--- src/rtl/cas_pkg.sv ---
// Shared definitions for the compare-and-swap datapath and its output collector.
package cas_pkg;

  localparam int unsigned ADDRW_DEF = 10;
  localparam int unsigned WL_DEF    = 32;

  // One index/value entry as carried between the CAS stage and the collector.
  typedef struct packed {
    logic [ADDRW_DEF-1:0] index;
    logic [WL_DEF-1:0]    value;
  } cas_entry_t;

  function automatic cas_entry_t make_entry(input logic [ADDRW_DEF-1:0] index,
                                            input logic [WL_DEF-1:0]    value);
    cas_entry_t e;
    e.index = index;
    e.value = value;
    return e;
  endfunction

endpackage

--- src/rtl/dual_push_fifo.sv ---
// Circular buffer accepting up to two writes and one read per clock.
module dual_push_fifo #(
  parameter  int unsigned W     = 42,
  parameter  int unsigned DEPTH = 16,
  localparam int unsigned PW    = $clog2(DEPTH),
  localparam int unsigned LW    = PW + 1
) (
  input  logic          clk,
  input  logic          rst_n,
  input  logic [1:0]    push_cnt,
  input  logic [W-1:0]  wr_data0,
  input  logic [W-1:0]  wr_data1,
  input  logic          pop,
  output logic [W-1:0]  rd_data,
  output logic [LW-1:0] level
);

  logic [W-1:0]  mem [DEPTH];
  logic [PW-1:0] wp;
  logic [PW-1:0] rp;
  logic [PW-1:0] wp_nxt;

  // Second write slot; wraps naturally from DEPTH-1 to 0.
  always_comb begin
    wp_nxt = wp + 1'b1;
  end

  // Storage writes, deliberately not reset.
  always_ff @(posedge clk) begin
    if (push_cnt != 2'd0) mem[wp]     <= wr_data0;
    if (push_cnt == 2'd2) mem[wp_nxt] <= wr_data1;
  end

  // Pointer and occupancy bookkeeping.
  always_ff @(posedge clk or negedge rst_n) begin
    if (!rst_n) begin
      wp    <= '0;
      rp    <= '0;
      level <= '0;
    end else begin
      wp    <= wp + PW'(push_cnt);
      rp    <= rp + PW'(pop);
      level <= level + LW'(push_cnt) - LW'(pop);
    end
  end

  // First-word-fall-through head.
  always_comb begin
    rd_data = mem[rp];
  end

endmodule

--- src/rtl/cas_collector.sv ---
// Collects paired entries from the CAS pipeline into an ordered output stream.
module cas_collector
  import cas_pkg::*;
#(
  parameter  int unsigned ADDRW = ADDRW_DEF,
  parameter  int unsigned WL    = WL_DEF,
  parameter  int unsigned DEPTH = 16,
  localparam int unsigned LW    = $clog2(DEPTH) + 1
) (
  input  logic             clk,
  input  logic             rst_n,
  input  logic             up_ena,
  output logic             cas_ena,
  input  logic             in_valid1,
  input  logic             in_valid2,
  input  logic [ADDRW-1:0] in_index1,
  input  logic [ADDRW-1:0] in_index2,
  input  logic [WL-1:0]    in_value1,
  input  logic [WL-1:0]    in_value2,
  output logic             out_valid,
  input  logic             out_ready,
  output logic [ADDRW-1:0] out_index,
  output logic [WL-1:0]    out_value,
  output logic [LW-1:0]    level
);

  localparam int unsigned W = ADDRW + WL;

  logic [1:0]   push_cnt;
  logic [W-1:0] wr_data0;
  logic [W-1:0] wr_data1;
  logic [W-1:0] rd_data;
  logic         pop;

  // Admit only with room for a full pair, judged on registered level alone.
  always_comb begin
    cas_ena = up_ena && (level <= LW'(DEPTH - 2));
  end

  // Compact valid entries so a lone entry 2 lands in the first write slot.
  always_comb begin
    push_cnt = '0;
    wr_data0 = in_valid1 ? {in_index1, in_value1} : {in_index2, in_value2};
    wr_data1 = {in_index2, in_value2};
    if (cas_ena) push_cnt = {1'b0, in_valid1} + {1'b0, in_valid2};
  end

  // Output stream handshake.
  always_comb begin
    out_valid              = (level != '0);
    pop                    = out_valid && out_ready;
    {out_index, out_value} = rd_data;
  end

  dual_push_fifo #(
    .W     (W),
    .DEPTH (DEPTH)
  ) u_fifo (
    .clk      (clk),
    .rst_n    (rst_n),
    .push_cnt (push_cnt),
    .wr_data0 (wr_data0),
    .wr_data1 (wr_data1),
    .pop      (pop),
    .rd_data  (rd_data),
    .level    (level)
  );

endmodule
--- config.mk ---
export PLATFORM = sky130hd
export DESIGN_NAME = cas_collector
export DESIGN_NICKNAME = d
export VERILOG_FILES = /design/src/rtl/cas_pkg.sv /design/src/rtl/dual_push_fifo.sv /design/src/rtl/cas_collector.sv
export SDC_FILE = /design/constraint.sdc
export NUM_CORES = 1
export LEC_CHECK = 0
export BUFFER_PORTS_ARGS = -buffer_cell sky130_fd_sc_hd__buf_2
export CORE_UTILIZATION = 35
export DETAILED_ROUTE_END_ITERATION = 8
export PLACE_DENSITY = 0.54
export SLEW_MARGIN = 20
export SYNTH_ARGS = -nofsm -noshare
export SYNTH_HDL_FRONTEND = slang
export SYNTH_HIERARCHICAL = 1
export SYNTH_SLANG_ARGS = --single-unit
--- constraint.sdc ---
create_clock -name clk -period 11.7 [get_ports clk]
set_input_delay 1.17 -clock clk [delete_from_list [all_inputs] [get_ports clk]]
set_output_delay 1.17 -clock clk [all_outputs]
set_load 0.01 [all_outputs]
==> results of run 1 <==
layer usage:
metal  share of wire (%)  vias to the layer above  track usage, %
met5               0.023                        -               0
met4                 2.2                        4            5.68
met3                 5.4                      142            3.19
met2                  49                      609            34.3
met1                  43                    10600            27.4
li1                    -                     8551               -
cell families after synthesis:
| family | after synthesis | share of synthesized area [%] |
|---|---|---|
| multiplexers | 935 | 33.8 |
| flip-flops | 685 | 57.9 |
| buffers and inverters | 237 | 3.28 |
| AND/OR/NAND/NOR | 137 | 1.84 |
| AO/OA/AOI/OAI | 118 | 2.47 |
| adder cells (fa/ha/maj) | 13 | 0.502 |
| XOR/XNOR | 8 | 0.198 |
metrics by stage:
stage	cell area, um2	setup slack, ps	instances	power, mW	util [%]
after floorplan	35400	5910	2133	4.66	-
after detailed placement	37200	6320	3387	5.67	37.2
after CTS	39800	6040	3529	8.21	39.8
after global routing	39900	5910	3530	8.45	39.8
after global placement	37200	6320	3387	5.64	37.2
final	39900	6110	3531	8.11	39.8
critical path, cell delays in order, from the launching register on:
cell and delay [ps]:
dfrtp_4 1000, buf_4 650, buf_4 790, mux4_2 600
a22oi_1 350, nand2_1 140, buf_2 170
registers in the layout (all words and copies together) (netlist names):
name,cells
u_fifo/wp,4
u_fifo/rp,4
u_fifo/mem,672
u_fifo/level,5
worst min-delay path by stage:
stage                            endpoint  slack (ps)  cells past startpoint
after CTS                    u_fifo/wp[0]         460                      1
final                        u_fifo/rp[2]         480                      1
after global routing      u_fifo/level[3]         480                      1
after detailed placement  u_fifo/level[0]         610                      1
after global placement    u_fifo/level[0]         590                      1
after floorplan              u_fifo/rp[0]         460                      1
synthesized netlist by cell type, drive strengths merged:
| master | n |
|---|---|
| or2 | 2 |
| nor2 | 23 |
| mux2i | 104 |
| xor2 | 3 |
| nor4 | 1 |
| nor3b | 3 |
| nand2b | 3 |
| and2 | 2 |
| a22oi | 110 |
| and4 | 1 |
| edfxtp | 672 |
| inv | 10 |
| fa | 2 |
| nand2 | 54 |
| xnor2 | 5 |
| clkbuf | 107 |
| nor3 | 5 |
| nor2b | 10 |
| a21o | 2 |
| nand4 | 1 |
| o22ai | 1 |
| ha | 11 |
| or3 | 1 |
| dfrtp | 13 |
| nand3 | 28 |
| and3 | 1 |
| a21boi | 1 |
| buf | 120 |
| mux2 | 715 |
| and3b | 2 |
| a21oi | 4 |
| mux4 | 116 |
layout make-up:
class | instances | area [um2] | area share (%)
clock inverters | 43 | 497 | 1.25
repair buffers | 184 | 1060 | 2.66
diodes | 1 | 2.50 | 0.00628
flip-flops and latches | 685 | 20500 | 51.5
multi-input cells | 1211 | 14000 | 35.1
inverters | 10 | 37.5 | 0.0942
clock buffers | 99 | 2120 | 5.31
well taps | 1298 | 1620 | 4.07
power by group through the flow:
stage               sequential (mW)  clock [mW]  combinational (mW)
floorplan                      2.98           0                1.69
global placement               3.08           0                2.56
detailed placement             3.09           0                2.58
CTS                            3.04        2.59                2.59
global route                   3.06        2.67                2.72
finish                         3.04        2.53                2.54
cells in the final DEF, fill, tap and decap left out, types with 23 or more instances in the layout:
cell and instances:
edfxtp_1 672, mux2_2 622, buf_2 137, mux4_2 116, a22oi_1 110, mux2i_1 104
clkbuf_16 82, mux2_4 70, buf_4 46, nand2_1 45, nand3_1 28, mux2_1 23
==> out/results.tsv, run 1 <==
metric	value	unit
switching_share	32.8	%
tns	0	ps
worstPathArrival	4420	ps
synth_fp_nets	2236	
die-area	102000	um2
hold_violations	0	
critPathLaunch	u_fifo/rp[1]	
routed_via_density	5.63	
cp-endpoint	out_value[31]	
p_per_area	203	nW/um2
fill_cells	9156	
grt_pass1_vias	21200	
yosys_warnings	6	
ioPinCount	139	
synth.largest_area_cell	edfxtp_1	
criticalPathCategory	register to output pin	
drc_errors	0	
grt_use_total	20.5	%
rsz0062_at_grt	false	
vias	19900	
die_x	320	um
clkPwrFrac	31.2	%
grt_overflow	0	
antenna_found_initial	3	
crit_path_end_kind	output pin	
power.switching	2.66	mW
slew_headroom	25.3	%
postCtsSetupRepairBufs	0	
netlist_instances	2133	
ctsResizeCount	0	
reg2reg_from	u_fifo/level[2]	
drt-pass1-iter-count	5	
synth_seq_cells	685	
status	finished clean	
skew	22.6	ps
clock_path_buffers	3	
pwr-share-seq	37.5	%
yosysSeqAreaShare	57.9	%
synth_area_leaders	edfxtp_1 57%, mux2_2 20%, mux4_2 7.4%	
p_int	5.45	mW
period_needed	5590	ps
cts.clk_slew.worst_paths	60	ps
critPathRequiredTime	10530	ps
max_cap_viol_count	0	
drt_first_iter_violations	1551	
synthDistinctLibCells	41	
cts_max_level	3	
fin_nets	2273	
syn_to_final_growth	12.6	%
post-route-period-util	47.8	%
hp-class	primary input to async pin	
drt-total-wl	105000	um
rrSetupSlack	7420	ps
drive_gt1_share	51.5	%
fmax	0.179	GHz
r2r_cells	7	
cts_root_buf	clkbuf_16	
place_congestion	0.757	
start_util	35.4	%
cp_max_fo	48	
worst_setup_path_start_kind	register	
wire_per_inst	29.9	um
grt_pass1_wl	152000	um
core_area	100000	um2
rows	116	
syn_avg_cell_area	16.6	um2
cts_tree	yes	
finalHoldWorstSlack	477	ps
ant_nets	0	
syn-cell-area	35400	um2
hpwl	58600	um
comb_power_share	31.3	%
die_h	320	um
synth_top_area_share	57.0	%
p_leak	13.6	nW
slew_viol_final	0	
clkSinkCount	685	
port_buffers	138	
grt_max_degree	53	
clk_latency	630	ps
cts_buffers	78	
cts_hold_buf	0	
tightestPinTransition	1120	ps
ir_drop	0.117	mV
setup_viol	0	
r2r_end	u_fifo/mem[14][5]	
Note: power is estimated with default switching activity, not from simulation.
==> run 2: changes to the inputs <==
- clock period: 11.7 -> 5.3 ns (I/O delays scaled with it)
==> run 2 against run 1 <==
Net effect:
- cell count grew 0.45%
- count of clock-buffer cells in the layout rose by 3
- cell area grew 0.16%
- register-to-register slack worse by 5900 ps
- first-iteration DRC count grew 9.9%
- utilization grew 0.065 points
- sequential share of layout area decreased by 0.084 points
- die area did not move
- wire length rose by 2.2%
- critical path type unchanged
- largest cell class unchanged
- largest power group unchanged
==> out/results.tsv, run 2 (same netlist as run 1, synthesis figures left out) <==
metric	value	unit	change
r2r_cells	8		+1
place_congestion	0.761		+0.57%
drive_gt1_share	51.4	%	-0.10 points
fmax	0.259	GHz	
fin_area	39900	um2	+0.16%
dp_slack	1260	ps	-5060 ps
crit_path_end_kind	output pin		
cts_tree	yes		
fill_cells	9153		-0.033%
reg2reg_from	u_fifo/level[3]		
start_util	35.4	%	unchanged
multi_input_area	14000	um2	unchanged
clkSinkCount	685		unchanged
hpwl	61300	um	+4.6%
drc_errors	0		unchanged
ctsResizeCount	0		unchanged
routed_via_density	5.67		+0.64%
die_x	320	um	unchanged
tns	0	ps	unchanged
top_regs	u_fifo/mem: 672 flops, u_fifo/level: 5 flops		
fin_nets	2291		+0.79%
final_cell_mix	672 x edfxtp_1, 622 x mux2_2, 137 x buf_2		
criticalPathCategory	register to output pin		
grt_max_degree	52		-1.9%
rsz0062_at_grt	false		
r2r_end	u_fifo/mem[14][33]		
max_cap_viol_count	0		unchanged
drt-pass1-iter-count	5		unchanged
port_buffers	138		unchanged
slew_viol_final	0		unchanged
clock_path_buffers	3		unchanged
cp_max_fo	25		-48%
ir_drop	0.254	mV	+120%
p_per_area	441	nW/um2	+120%
grt_pass1_wl	153000	um	+1.1%
vias	20100		+1.1%
cts_buffers	79		+1.3%
clk_latency	640	ps	about the same
rrSetupSlack	1480	ps	-5940 ps
place_area	37500	um2	+0.75%
cts.clk_slew.worst_paths	60	ps	about the same
ioPinCount	139		unchanged
antenna_found_initial	3		unchanged
period_needed	3860	ps	
cts_max_level	3		unchanged
critPathRequiredTime	4770	ps	-5760 ps
wire_per_inst	30.4	um	+1.7%
critPathLaunch	u_fifo/rp[3]		
die-area	102000	um2	unchanged
drt_first_iter_violations	1705		+9.9%
fin_ws	1440	ps	-4670 ps
die_h	320	um	unchanged
tightestPinTransition	1090	ps	-32.2 ps
ant_nets	0		unchanged
skew	20.6	ps	-2.06 ps
p_leak	13.6	nW	+0.16%
setup_viol	0		unchanged
drt-total-wl	108000	um	+2.2%
grt_overflow	0		unchanged
regMostFlops	u_fifo/mem		
core_area	100000	um2	unchanged
cts_root_buf	clkbuf_16		
finalHoldWorstSlack	347	ps	-130 ps
worstPathArrival	3330	ps	-1090 ps
rows	116		unchanged
grt_pass1_vias	20900		-1.2%
worst_setup_path_start_kind	register		
grt_use_total	20.8	%	+0.38 points
status	finished clean		
seqCellArea	20500	um2	unchanged
slew_headroom	27.3	%	+2.0 points
post-route-period-util	72.8	%	
hold_violations	0		unchanged
hp-class	primary input to async pin		
final_common_cell	edfxtp_1		
largest_reg_flops	672		unchanged
syn_to_final_growth	12.7	%	
[run 2: critical path: stages, from the launching register on]
cell and delay [ps]:
dfrtp_2 1060, nor2b_2 750, buf_4 370, a22oi_1 130, nand2_1 180, buf_2 180
[run 2: power breakdown]
| group | total (mW) | switching, mW | internal [mW] |
|---|---|---|---|
| registers | 6.75 | 0.383 | 6.37 |
| logic | 5.64 | 3.30 | 2.34 |
| clock network | 5.20 | 2.23 | 2.98 |
[run 2: worst max-delay path by stage]
stage / end / depth (start not counted)
after CTS: out_value[6] / 5
after global placement: u_fifo/mem[14][35] / 8
final: out_value[6] / 5
after floorplan: u_fifo/mem[1][0] / 6
after detailed placement: u_fifo/mem[14][35] / 8
after global routing: u_fifo/mem[14][33] / 8
[run 2: what timing repair did]
| item | in CTS | in global routing |
|---|---|---|
| hold buffers | 1 | 0 |
| setup endpoints to repair | 0 | 0 |
| hold endpoints to repair | 13 | 0 |
| setup buffers | 0 | 0 |
[run 2: per-layer routing]
layer / GRT usage (%) / wire length (um) / vias to the layer above
li1: - / - / 8590
met1: 27.6 / 46200 / 10800
met2: 35.8 / 54000 / 589
met3: 2.65 / 4650 / 172
met4: 5.74 / 2910 / 2
met5: 0 / 8 / -
[run 2: area by class of cell]
type	count	area share, %
diodes	1	0.00627
multi-input cells	1211	35.1
flip-flops and latches	685	51.4
repair buffers	201	3.30
inverters	10	0.0940
clock inverters	39	0.834
well taps	1298	4.07
clock buffers	102	5.22
[run 2: stage by stage]
stage / instances / utilization [%] / total power, mW
after floorplan: 2133 / - / 10.3
after global placement: 3404 / 37.4 / 12.5
after detailed placement: 3404 / 37.4 / 12.6
after CTS: 3546 / 39.9 / 17.8
after global routing: 3547 / 39.9 / 18.3
final: 3547 / 39.9 / 17.6
